$ cat config.mk
export PLATFORM = sky130hd
export DESIGN_NAME = mdom_wvb_hdr_gen_flat
export DESIGN_NICKNAME = d
export VERILOG_FILES = /design/src/rtl/mdom_wvb_hdr_gen_if.sv /design/src/rtl/mdom_wvb_hdr_gen.sv /design/src/flat_wrapper.sv
export SDC_FILE = /design/constraint.sdc
export NUM_CORES = 1
export LEC_CHECK = 0
export CORE_UTILIZATION = 45
export CTS_BUF_LIST = sky130_fd_sc_hd__clkbuf_8
export CTS_CLUSTER_DIAMETER = 100
export CTS_CLUSTER_SIZE = 8
export DETAILED_ROUTE_END_ITERATION = 8
export GPL_TIMING_DRIVEN = 0
export HOLD_SLACK_MARGIN = 0.15
export PLACE_DENSITY = 0.75
export SKIP_CTS_REPAIR_TIMING = 1
export SLEW_MARGIN = 25
export SYNTH_ARGS = -nofsm -noshare
export SYNTH_HDL_FRONTEND = slang
export SYNTH_SLANG_ARGS = --single-unit
$ cat constraint.sdc
create_clock -name clk -period 5.9 [get_ports clk]
set_input_delay 0.59 -clock clk [delete_from_list [all_inputs] [get_ports clk]]
set_output_delay 0.59 -clock clk [all_outputs]
set_load 0.01 [all_outputs]
$ cat src/rtl/mdom_wvb_hdr_gen_if.sv
// Trigger/config stream and header-FIFO side of the mDOM waveform header generator.
interface mdom_wvb_hdr_gen_if #(
  parameter int P_ADR_W  = 12,
  parameter int P_OVFL_W = 16
);
  logic                en;
  logic                trig;
  logic [1:0]          trig_src;
  logic                cnst_run;
  logic [4:0]          pre_conf;
  logic [11:0]         post_conf;
  logic [47:0]         ltc;
  logic [P_ADR_W-1:0]  wvb_wr_addr;
  logic                hdr_full;
  logic [79:0]         hdr_bundle;
  logic                hdr_wr;
  logic                busy;
  logic                hdr_ovfl;
  logic [P_OVFL_W-1:0] ovfl_cnt;

  modport master (
    output en, trig, trig_src, cnst_run, pre_conf, post_conf, ltc, wvb_wr_addr, hdr_full,
    input  hdr_bundle, hdr_wr, busy, hdr_ovfl, ovfl_cnt
  );

  modport slave (
    input  en, trig, trig_src, cnst_run, pre_conf, post_conf, ltc, wvb_wr_addr, hdr_full,
    output hdr_bundle, hdr_wr, busy, hdr_ovfl, ovfl_cnt
  );
endinterface

$ cat src/rtl/mdom_wvb_hdr_gen.sv
// Waveform-buffer header generator: timestamps each trigger, tracks start/stop buffer
// addresses and pushes one packed 80-bit header per event into the header FIFO.
module mdom_wvb_hdr_gen #(
  parameter int P_ADR_W  = 12,
  parameter int P_OVFL_W = 16
) (
  input  logic              clk,
  input  logic              rst_n,
  mdom_wvb_hdr_gen_if.slave bus
);

  typedef enum logic [1:0] {
    S_IDLE = 2'd0,
    S_POST = 2'd1,
    S_CNST = 2'd2,
    S_PUSH = 2'd3
  } state_t;

  localparam logic [P_ADR_W-1:0] ADR_ONE  = {{(P_ADR_W-1){1'b0}}, 1'b1};
  localparam logic [11:0]        POST_ONE = 12'd1;

  state_t state, state_nxt;

  logic                trig_acc;
  logic [P_ADR_W-1:0]  start_now;
  logic                push_go;
  logic [P_ADR_W-1:0]  stop_nxt;

  // Event fields latched at the trigger cycle
  logic [47:0]         evt_ltc;
  logic [P_ADR_W-1:0]  evt_start;
  logic [P_ADR_W-1:0]  evt_guard;
  logic [1:0]          evt_src;
  logic                evt_cnst;
  logic [4:0]          evt_pre;
  logic [11:0]         post_cnt;

  // Field sources for the header being packed this cycle
  logic [47:0]         f_ltc;
  logic [P_ADR_W-1:0]  f_start;
  logic [1:0]          f_src;
  logic                f_cnst;
  logic [4:0]          f_pre;

  logic [79:0]         hdr_bundle_q;
  logic                hdr_wr_q;
  logic                busy_q;
  logic                hdr_ovfl_q;
  logic [P_OVFL_W-1:0] ovfl_cnt_q;

  function automatic logic [P_OVFL_W-1:0] sat_inc(input logic [P_OVFL_W-1:0] v);
    return (&v) ? v : v + {{(P_OVFL_W-1){1'b0}}, 1'b1};
  endfunction

  function automatic logic [79:0] pack_bundle(
    input logic [47:0]        t,
    input logic [P_ADR_W-1:0] s,
    input logic [P_ADR_W-1:0] e,
    input logic [1:0]         src,
    input logic               cr,
    input logic [4:0]         pre
  );
    return {pre, cr, src, 12'(e), 12'(s), t};
  endfunction

  assign trig_acc  = (state == S_IDLE) && bus.en && bus.trig;
  assign start_now = bus.wvb_wr_addr - P_ADR_W'(bus.pre_conf);

  always_ff @(posedge clk or negedge rst_n) begin
    if (!rst_n) state <= S_IDLE;
    else        state <= state_nxt;
  end

  // The wrap guard fires only when the normal end has not already been reached this cycle.
  always_comb begin
    state_nxt = state;
    push_go   = 1'b0;
    stop_nxt  = bus.wvb_wr_addr;
    case (state)
      S_IDLE: begin
        if (trig_acc) begin
          if (bus.cnst_run) begin
            state_nxt = S_CNST;
          end else if (bus.post_conf == '0) begin
            state_nxt = S_PUSH;
            push_go   = 1'b1;
          end else begin
            state_nxt = S_POST;
          end
        end
      end
      S_POST: begin
        if ((post_cnt == POST_ONE) || (bus.wvb_wr_addr == evt_guard)) begin
          state_nxt = S_PUSH;
          push_go   = 1'b1;
        end
      end
      S_CNST: begin
        if (!bus.trig) begin
          state_nxt = S_PUSH;
          push_go   = 1'b1;
          stop_nxt  = bus.wvb_wr_addr - ADR_ONE;
        end else if (bus.wvb_wr_addr == evt_guard) begin
          state_nxt = S_PUSH;
          push_go   = 1'b1;
        end
      end
      S_PUSH: state_nxt = S_IDLE;
      default: state_nxt = S_IDLE;
    endcase
  end

  // A zero post-trigger event is packed straight from the live inputs at the trigger cycle.
  always_comb begin
    f_ltc   = evt_ltc;
    f_start = evt_start;
    f_src   = evt_src;
    f_cnst  = evt_cnst;
    f_pre   = evt_pre;
    if (state == S_IDLE) begin
      f_ltc   = bus.ltc;
      f_start = start_now;
      f_src   = bus.trig_src;
      f_cnst  = bus.cnst_run;
      f_pre   = bus.pre_conf;
    end
  end

  always_ff @(posedge clk) begin
    if (trig_acc) begin
      evt_ltc   <= bus.ltc;
      evt_start <= start_now;
      evt_guard <= start_now - ADR_ONE;
      evt_src   <= bus.trig_src;
      evt_cnst  <= bus.cnst_run;
      evt_pre   <= bus.pre_conf;
      post_cnt  <= bus.post_conf;
    end else if (state == S_POST) begin
      post_cnt  <= post_cnt - POST_ONE;
    end
  end

  // Registered outputs: the push decision is taken on the edge that enters S_PUSH.
  always_ff @(posedge clk or negedge rst_n) begin
    if (!rst_n) begin
      hdr_bundle_q <= '0;
      hdr_wr_q     <= 1'b0;
      busy_q       <= 1'b0;
      hdr_ovfl_q   <= 1'b0;
      ovfl_cnt_q   <= '0;
    end else begin
      busy_q     <= (state_nxt != S_IDLE);
      hdr_wr_q   <= push_go && !bus.hdr_full;
      hdr_ovfl_q <= push_go && bus.hdr_full;
      if (push_go) begin
        hdr_bundle_q <= pack_bundle(f_ltc, f_start, stop_nxt, f_src, f_cnst, f_pre);
      end
      if (push_go && bus.hdr_full) begin
        ovfl_cnt_q <= sat_inc(ovfl_cnt_q);
      end
    end
  end

  assign bus.hdr_bundle = hdr_bundle_q;
  assign bus.hdr_wr     = hdr_wr_q;
  assign bus.busy       = busy_q;
  assign bus.hdr_ovfl   = hdr_ovfl_q;
  assign bus.ovfl_cnt   = ovfl_cnt_q;

endmodule
$ cat src/flat_wrapper.sv
// flat-port wrapper written by rule: the top's interface ports become plain ports
module mdom_wvb_hdr_gen_flat 
#(
  parameter int P_ADR_W  = 12,
  parameter int P_OVFL_W = 16
)
  (clk, rst_n, bus_en, bus_trig, bus_trig_src, bus_cnst_run, bus_pre_conf, bus_post_conf, bus_ltc, bus_wvb_wr_addr, bus_hdr_full, bus_hdr_bundle, bus_hdr_wr, bus_busy, bus_hdr_ovfl, bus_ovfl_cnt);
  mdom_wvb_hdr_gen_if #(.P_ADR_W(P_ADR_W), .P_OVFL_W(P_OVFL_W)) bus_i ();
  input  logic clk;
  input  logic rst_n;
  input wire logic [$bits(bus_i.en)-1:0] bus_en;
  input wire logic [$bits(bus_i.trig)-1:0] bus_trig;
  input wire logic [$bits(bus_i.trig_src)-1:0] bus_trig_src;
  input wire logic [$bits(bus_i.cnst_run)-1:0] bus_cnst_run;
  input wire logic [$bits(bus_i.pre_conf)-1:0] bus_pre_conf;
  input wire logic [$bits(bus_i.post_conf)-1:0] bus_post_conf;
  input wire logic [$bits(bus_i.ltc)-1:0] bus_ltc;
  input wire logic [$bits(bus_i.wvb_wr_addr)-1:0] bus_wvb_wr_addr;
  input wire logic [$bits(bus_i.hdr_full)-1:0] bus_hdr_full;
  output wire logic [$bits(bus_i.hdr_bundle)-1:0] bus_hdr_bundle;
  output wire logic [$bits(bus_i.hdr_wr)-1:0] bus_hdr_wr;
  output wire logic [$bits(bus_i.busy)-1:0] bus_busy;
  output wire logic [$bits(bus_i.hdr_ovfl)-1:0] bus_hdr_ovfl;
  output wire logic [$bits(bus_i.ovfl_cnt)-1:0] bus_ovfl_cnt;
  assign bus_i.en = bus_en;
  assign bus_i.trig = bus_trig;
  assign bus_i.trig_src = bus_trig_src;
  assign bus_i.cnst_run = bus_cnst_run;
  assign bus_i.pre_conf = bus_pre_conf;
  assign bus_i.post_conf = bus_post_conf;
  assign bus_i.ltc = bus_ltc;
  assign bus_i.wvb_wr_addr = bus_wvb_wr_addr;
  assign bus_i.hdr_full = bus_hdr_full;
  assign bus_hdr_bundle = bus_i.hdr_bundle;
  assign bus_hdr_wr = bus_i.hdr_wr;
  assign bus_busy = bus_i.busy;
  assign bus_hdr_ovfl = bus_i.hdr_ovfl;
  assign bus_ovfl_cnt = bus_i.ovfl_cnt;
  mdom_wvb_hdr_gen #(.P_ADR_W(P_ADR_W), .P_OVFL_W(P_OVFL_W)) u_core (.clk(clk), .rst_n(rst_n), .bus(bus_i));
endmodule
# Word-level counts from Yosys, hierarchy flattened
# Index checks and enable logic that the tools add are counted.
dict set report op_classes {
  add_sub_neg 5
  eq_ne 5
  muxes 23
  bitwise 1
  reduce_logical 12
}
# cell count
set ops {}
lappend ops {{$mux 12} 5}
lappend ops {{$mux 48} 1}
lappend ops {{$sub 12x1->12 const B} 3}
lappend ops {{$add 16x1->16 const B} 1}
lappend ops {{$reduce_and 16->1} 1}
lappend ops {{$mux 2} 7}
lappend ops {{$eq 12x1->1 const B} 1}
lappend ops {{$eq 12x12->1} 1}
lappend ops {{$logic_not 12->1} 1}
lappend ops {{$sub 12x5->12} 1}
lappend ops {{$pmux 2 s4} 1}
lappend ops {{$mux 1} 7}
lappend ops {{$mux 5} 1}
lappend ops {{$eq 2x2->1 const B} 2}
lappend ops {{$logic_and 1x1->1} 4}
lappend ops {{$reduce_bool 2->1} 2}
lappend ops {{$pmux 1 s3} 1}
lappend ops {{$eq 2x1->1 const B} 1}
lappend ops {{$logic_not 2->1} 1}
lappend ops {{$reduce_and 2->1} 1}
lappend ops {{$logic_not 1->1} 1}
lappend ops {{$logic_or 1x1->1} 1}
lappend ops {{$not 1->1} 1}
dict set report totals {
  ff_bits 193
  input_bits 85
  output_inout_bits 99
}

# Depth between registers and ports, before layout
dict set report logic_depth {
  ltp_word 7
  mapped_depth 11
}

# Least setup slack after synthesis
# No wires, ideal clock.
dict set report synth_path {
  kind {reg-to-reg}
  start {reg u_core.state[0]}
  end {reg u_core.evt_cnst (enable)}
  setup_time_ps 476
  t_arrival_ps 3478
  path_slack_ps 1947
  stages_incl_launch_ff 6
  synth_period_minus_slack_ps 3953
  cell_sequence {dfrtp_1 -> buf_2 -> nor2_1 -> nand2_1 -> inv_1 -> clkbuf_1}
}
dict set report synth_via {
  elab_chain_cells 3
}
# element line_no
set synth_rtl {}
lappend synth_rtl {{start, declared} mdom_wvb_hdr_gen.sv:22} ;# state_t state, state_nxt;
lappend synth_rtl {{start signal, assigned} mdom_wvb_hdr_gen.sv:71} ;# else state <= state_nxt;
lappend synth_rtl {{$logic_not 2->1} mdom_wvb_hdr_gen.sv:66} ;# assign trig_acc = (state == S_IDLE) && bus.en && bus.trig;
lappend synth_rtl {{$logic_and 1x1->1 (2 in series)} mdom_wvb_hdr_gen.sv:66}
lappend synth_rtl {{named net u_core.trig_acc} mdom_wvb_hdr_gen.sv:24} ;# logic trig_acc;
lappend synth_rtl {{end signal, assigned} mdom_wvb_hdr_gen.sv:135} ;# evt_cnst <= bus.cnst_run;
lappend synth_rtl {{end, declared} mdom_wvb_hdr_gen.sv:34} ;# logic evt_cnst;
# The timed path passes the listed nets, and every way through them passes these cells.
# A chain may end at the register's enable or synchronous reset.

# Worst setup path in the final report
dict set report layout_path {
  start {in bus_wvb_wr_addr[0]}
  end {reg u_core.evt_guard[10], data pin}
}
dict set report layout_via {
  elab_chain_cells 2
}
# element line_no
set layout_rtl {}
lappend layout_rtl {{start, declared} flat_wrapper.sv:18} ;# input wire logic [$bits(bus_i.wvb_wr_addr)-1:0] bus_wvb_wr_addr;
lappend layout_rtl {{$sub 12x5->12} mdom_wvb_hdr_gen.sv:67} ;# assign start_now = bus.wvb_wr_addr - P_ADR_W'(bus.pre_conf);
lappend layout_rtl {{named net u_core.start_now[6]} mdom_wvb_hdr_gen.sv:25} ;# logic [P_ADR_W-1:0] start_now;
lappend layout_rtl {{$sub 12x1->12} mdom_wvb_hdr_gen.sv:133} ;# evt_guard <= start_now - ADR_ONE;
lappend layout_rtl {{end signal, assigned} mdom_wvb_hdr_gen.sv:133}
lappend layout_rtl {{end, declared} mdom_wvb_hdr_gen.sv:32} ;# logic [P_ADR_W-1:0] evt_guard;
# The timed path passes the listed nets, and every way through them passes these cells.

==> summary.log <==
[setup_path] flop-to-flop setup slack 2.86 ns
[final_layout] commonest cells after routing, fill and taps aside sky130_fd_sc_hd__clkdlybuf4s50_1, sky130_fd_sc_hd__nand2_1, sky130_fd_sc_hd__dfrtp_1, sky130_fd_sc_hd__o21ai_0, sky130_fd_sc_hd__edfxtp_1
[setup_path] data arrival time at the worst-slack endpoint 3.53 ns
[final_layout] fin cells 1,220
[global_routing] number of global-route vias before repair 6,520
[cts] TritonCTS clock tree built
[setup_path] Worst Path Class, Setup in2reg
[global_routing] largest net degree at the start of global routing 53
[setup_path] largest fanout of any net on the critical path 5
[setup_path] worst setup path endpoint u_core.evt_guard[10]$_DFFE_PP_
[sta] Tightest Pin Transition 0.7693 ns
[synth] count of flip-flops with a built-in enable after synthesis 92
[setup_path] launching point of the worst reg2reg path u_core.state[0]$_DFF_PN0_
[cts] TritonCTS Buffers 17
[cts] clock input transition at the sequential cells of the worst setup and hold paths 0.12 ns
[drt] number of nets still failing antenna checks after routing 0
[drt] number of design-rule violations left by the first detailed-router iteration 385
[synth] nets in the synthesized netlist 842
[sta] final hold violation count 0
[floorplanning] vertical die dimension 141.4 µm
[sta] time the worst path needs with I/O delays and setup 3.293 ns
[setup_path] capturing point of the worst reg2reg path u_core.bus.hdr_bundle[55]$_DFFE_PN0N_
[final_layout] commonest non-fill, non-tap cell in the layout sky130_fd_sc_hd__clkdlybuf4s50_1
[sta] post-route clock skew 0.02361 ns
[setup_path] launching element of the worst setup path bus_wvb_wr_addr[0]
[final_layout] Area Growth Syn to Fin 29.40%
[synth] Netlist Area Pre-Place 8742 µm²
[flow_run] total of max-cap violations 0
[sta] Max Clock Freq 303.7 MHz
[floorplanning] die area 19,990 µm²
[pwr] static leakage 4.502 nW
[cts] CTS sink count 193
[synth] share of the synthesized area in the top cell type 0.3160
[synth] Synthesis Warnings 0
[synth] post-synthesis sequential area ratio 0.6051
[final_layout] diodes inserted 0
[cts] insertion delay to the later sink of the worst-skew pair 0.49 ns
[global_routing] global routing usage summed across all routing layers 0.2255
[cts] H-tree depth 4
[synth] synthesis-stage register bit count 193
[global_routing] global-route congestion overflow total 0
[synth] cell taking the most area after synthesis sky130_fd_sc_hd__edfxtp_1
[sta] Pins Over Slew Limit 0
[setup_path] category of the worst setup path capture point flip-flop
[sta] unrepaired setup endpoints after global routing false
[synth] gate count after technology mapping 746
[sta] setup violation total in the final timing report 0
[drt] uppermost routed layer met4
[final_layout] fraction of final layout cells with drive strength greater than 1 0.06667
[floorplanning] number of top-level pins 184
[synth] Avg Cell Area, Syn 11.72 µm²
[synth] Synth Flop Type sky130_fd_sc_hd__dfrtp_1
[global_routing] initial antenna violation count 0
[sta] worst relative slew slack 0.4871
[pwr] worst IR drop on VDD 197.3 µV
[hold_path] Tightest Hold Check Type reg2reg
[place] count of buffers from port buffering 179
[place] dpl cells 1,187
[drt] post-route DRC violation count 0
[place] GPL Wtd Cong 0.8219
[drt] total vias in the final route 6,434
[drt] detail-routed via count per cell 5.274
[drt] Met1 Wirelength 9612 µm
[drt] first-pass detailed-route iteration total 5
[setup_path] Worst R2R Path Depth 10
[drt] wire per inst 17.48 µm
[floorplanning] FP Rows 50
[final_layout] final layout net count 1,043
[synth] async set or reset register ratio after synthesis 0.5233
[drt] wire length on met3 1136 µm
[cts] maximum buffer depth of the clock tree 2
[sta] portion of the clock cycle consumed by the worst path in the final layout 0.5581
[setup_path] Data required, critical path 6.13 ns
[place] post-DP HPWL 15,500 µm
[sta] setup_tns 0 ns
[drt] WL final 21,320 µm
[global_routing] first-pass GRT wire length 34,580 µm
[floorplanning] starting density of the core 0.4627
[drt] total met2 wirelength after detailed routing 10,040 µm
[floorplanning] horizontal die dimension 141.4 µm
[outcome] run status completed
[pwr] pwr dens 457.8 nW/µm²
[floorplanning] core region area 18,890 µm²
[synth] number of unique standard cell types used by synthesis 48
[cts] clock root buffer sky130_fd_sc_hd__clkbuf_8
[synth] cell types with the largest area share after synthesis sky130_fd_sc_hd__edfxtp_1, sky130_fd_sc_hd__dfrtp_1, sky130_fd_sc_hd__mux2i_1
[setup_path] critical path launch point type input pin
-- per-stage QoR --
stage	area [µm²]	hold WS (ns)	util	setup WS [ns]	total power, mW
floorplan	8742	0.2944	-	1.947	3.301
global placement	10860	0.4592	0.5748	-0.1814	4.319
detailed placement	10920	0.4690	0.5779	2.136	4.375
CTS	11300	0.04587	0.5982	2.671	5.231
global route	11310	0.4982	0.5987	2.512	5.531
finish	11310	0.4850	0.5987	2.607	5.179
-- state kept, by name, summed over array words and instances, names as in the netlist --
signal,flops
u_core.bus.hdr_bundle,80
u_core.evt_src,2
u_core.evt_ltc,48
u_core.post_cnt,12
u_core.state,2
u_core.bus.ovfl_cnt,16
u_core.bus.hdr_ovfl,1
u_core.evt_guard,12
u_core.evt_cnst,1
u_core.evt_start,12
u_core.bus.hdr_wr,1
u_core.evt_pre,5
u_core.bus.busy,1
-- report_power, final --
group	leakage, nW	switching, mW	internal [mW]
Sequential	2.11	0.226	1.88
Combinational	2.20	1.18	1.04
Clock	0.195	0.507	0.348
Total	4.50	1.91	3.27
-- cell usage after synthesis, types with 2 or more instances --
cell	count
sky130_fd_sc_hd__a21o_1	2
sky130_fd_sc_hd__a21oi_1	13
sky130_fd_sc_hd__and2_1	5
sky130_fd_sc_hd__and3_1	7
sky130_fd_sc_hd__buf_2	10
sky130_fd_sc_hd__buf_6	2
sky130_fd_sc_hd__clkbuf_1	28
sky130_fd_sc_hd__dfrtp_1	101
sky130_fd_sc_hd__edfxtp_1	92
sky130_fd_sc_hd__ha_1	10
sky130_fd_sc_hd__inv_1	21
sky130_fd_sc_hd__mux2_2	6
sky130_fd_sc_hd__mux2i_1	61
sky130_fd_sc_hd__nand2_1	109
sky130_fd_sc_hd__nand2b_1	3
sky130_fd_sc_hd__nand3_1	12
sky130_fd_sc_hd__nand3b_1	2
sky130_fd_sc_hd__nand4_1	11
sky130_fd_sc_hd__nand4b_1	3
sky130_fd_sc_hd__nor2_1	27
sky130_fd_sc_hd__nor2b_1	2
sky130_fd_sc_hd__nor3_1	16
sky130_fd_sc_hd__nor4_1	10
sky130_fd_sc_hd__nor4_2	6
sky130_fd_sc_hd__o2111ai_1	2
sky130_fd_sc_hd__o211a_1	2
sky130_fd_sc_hd__o21ai_0	92
sky130_fd_sc_hd__o31ai_1	5
sky130_fd_sc_hd__o41a_1	2
sky130_fd_sc_hd__or2_2	2
sky130_fd_sc_hd__or3_1	4
sky130_fd_sc_hd__or4_1	4
sky130_fd_sc_hd__xnor2_1	37
sky130_fd_sc_hd__xor2_1	23
-- worst max-delay path, cell delays in order --
cell	delay (ns)
sky130_fd_sc_hd__clkdlybuf4s50_1	0.59
sky130_fd_sc_hd__inv_1	0.11
sky130_fd_sc_hd__ha_1	0.26
sky130_fd_sc_hd__fa_1	0.44
sky130_fd_sc_hd__nand2b_1	0.19
sky130_fd_sc_hd__a21oi_1	0.36
sky130_fd_sc_hd__o211a_1	0.27
sky130_fd_sc_hd__inv_1	0.09
sky130_fd_sc_hd__nor2_1	0.16
sky130_fd_sc_hd__nor4b_1	0.33
sky130_fd_sc_hd__xor2_1	0.12
-- worst min path at each step --
stage	startpoint	to	depth (start not counted)
after floorplan	rst_n	u_core.bus.busy$_DFF_PN0_	0
after global placement	u_core.bus.hdr_bundle[23]$_DFFE_PN0N_	u_core.bus.hdr_bundle[23]$_DFFE_PN0N_	2
after detailed placement	u_core.bus.hdr_bundle[65]$_DFFE_PN0N_	u_core.bus.hdr_bundle[65]$_DFFE_PN0N_	2
after CTS	rst_n	u_core.bus.hdr_bundle[50]$_DFFE_PN0N_	1
after global routing	u_core.bus.hdr_bundle[68]$_DFFE_PN0N_	u_core.bus.hdr_bundle[68]$_DFFE_PN0N_	2
final	u_core.bus.hdr_bundle[68]$_DFFE_PN0N_	u_core.bus.hdr_bundle[68]$_DFFE_PN0N_	2
-- final cells by class --
class	instances	area, µm²
clock inverter	15	148.9
clock buffer	17	234.0
multi-input combinational	492	3196
inverter	21	78.83
fill	1609	7581
timing repair buffer	182	1858
tap	260	325.3
sequential	193	5290
buffer	40	181.4
-- cell families after synthesis --
kind of cell | count (synthesis) | share of synthesized area
AOI/OAI and AO/OA | 128 | 0.08401
xor gates and xnor gates | 60 | 0.06011
adders and majority gates | 11 | 0.01660
buffers and inverters | 61 | 0.02934
DFF | 193 | 0.6051
muxes | 67 | 0.07757
and+or+nand+nor | 226 | 0.1272
-- layer usage --
layer / global-route usage / vias to the layer above
li1: - / 3062
met1: 0.3012 / 3127
met2: 0.3629 / 205
met3: 0.05164 / 40
met4: 0.07866 / 0
met5: 0 / -
Note: power is estimated with default switching activity, not from simulation.
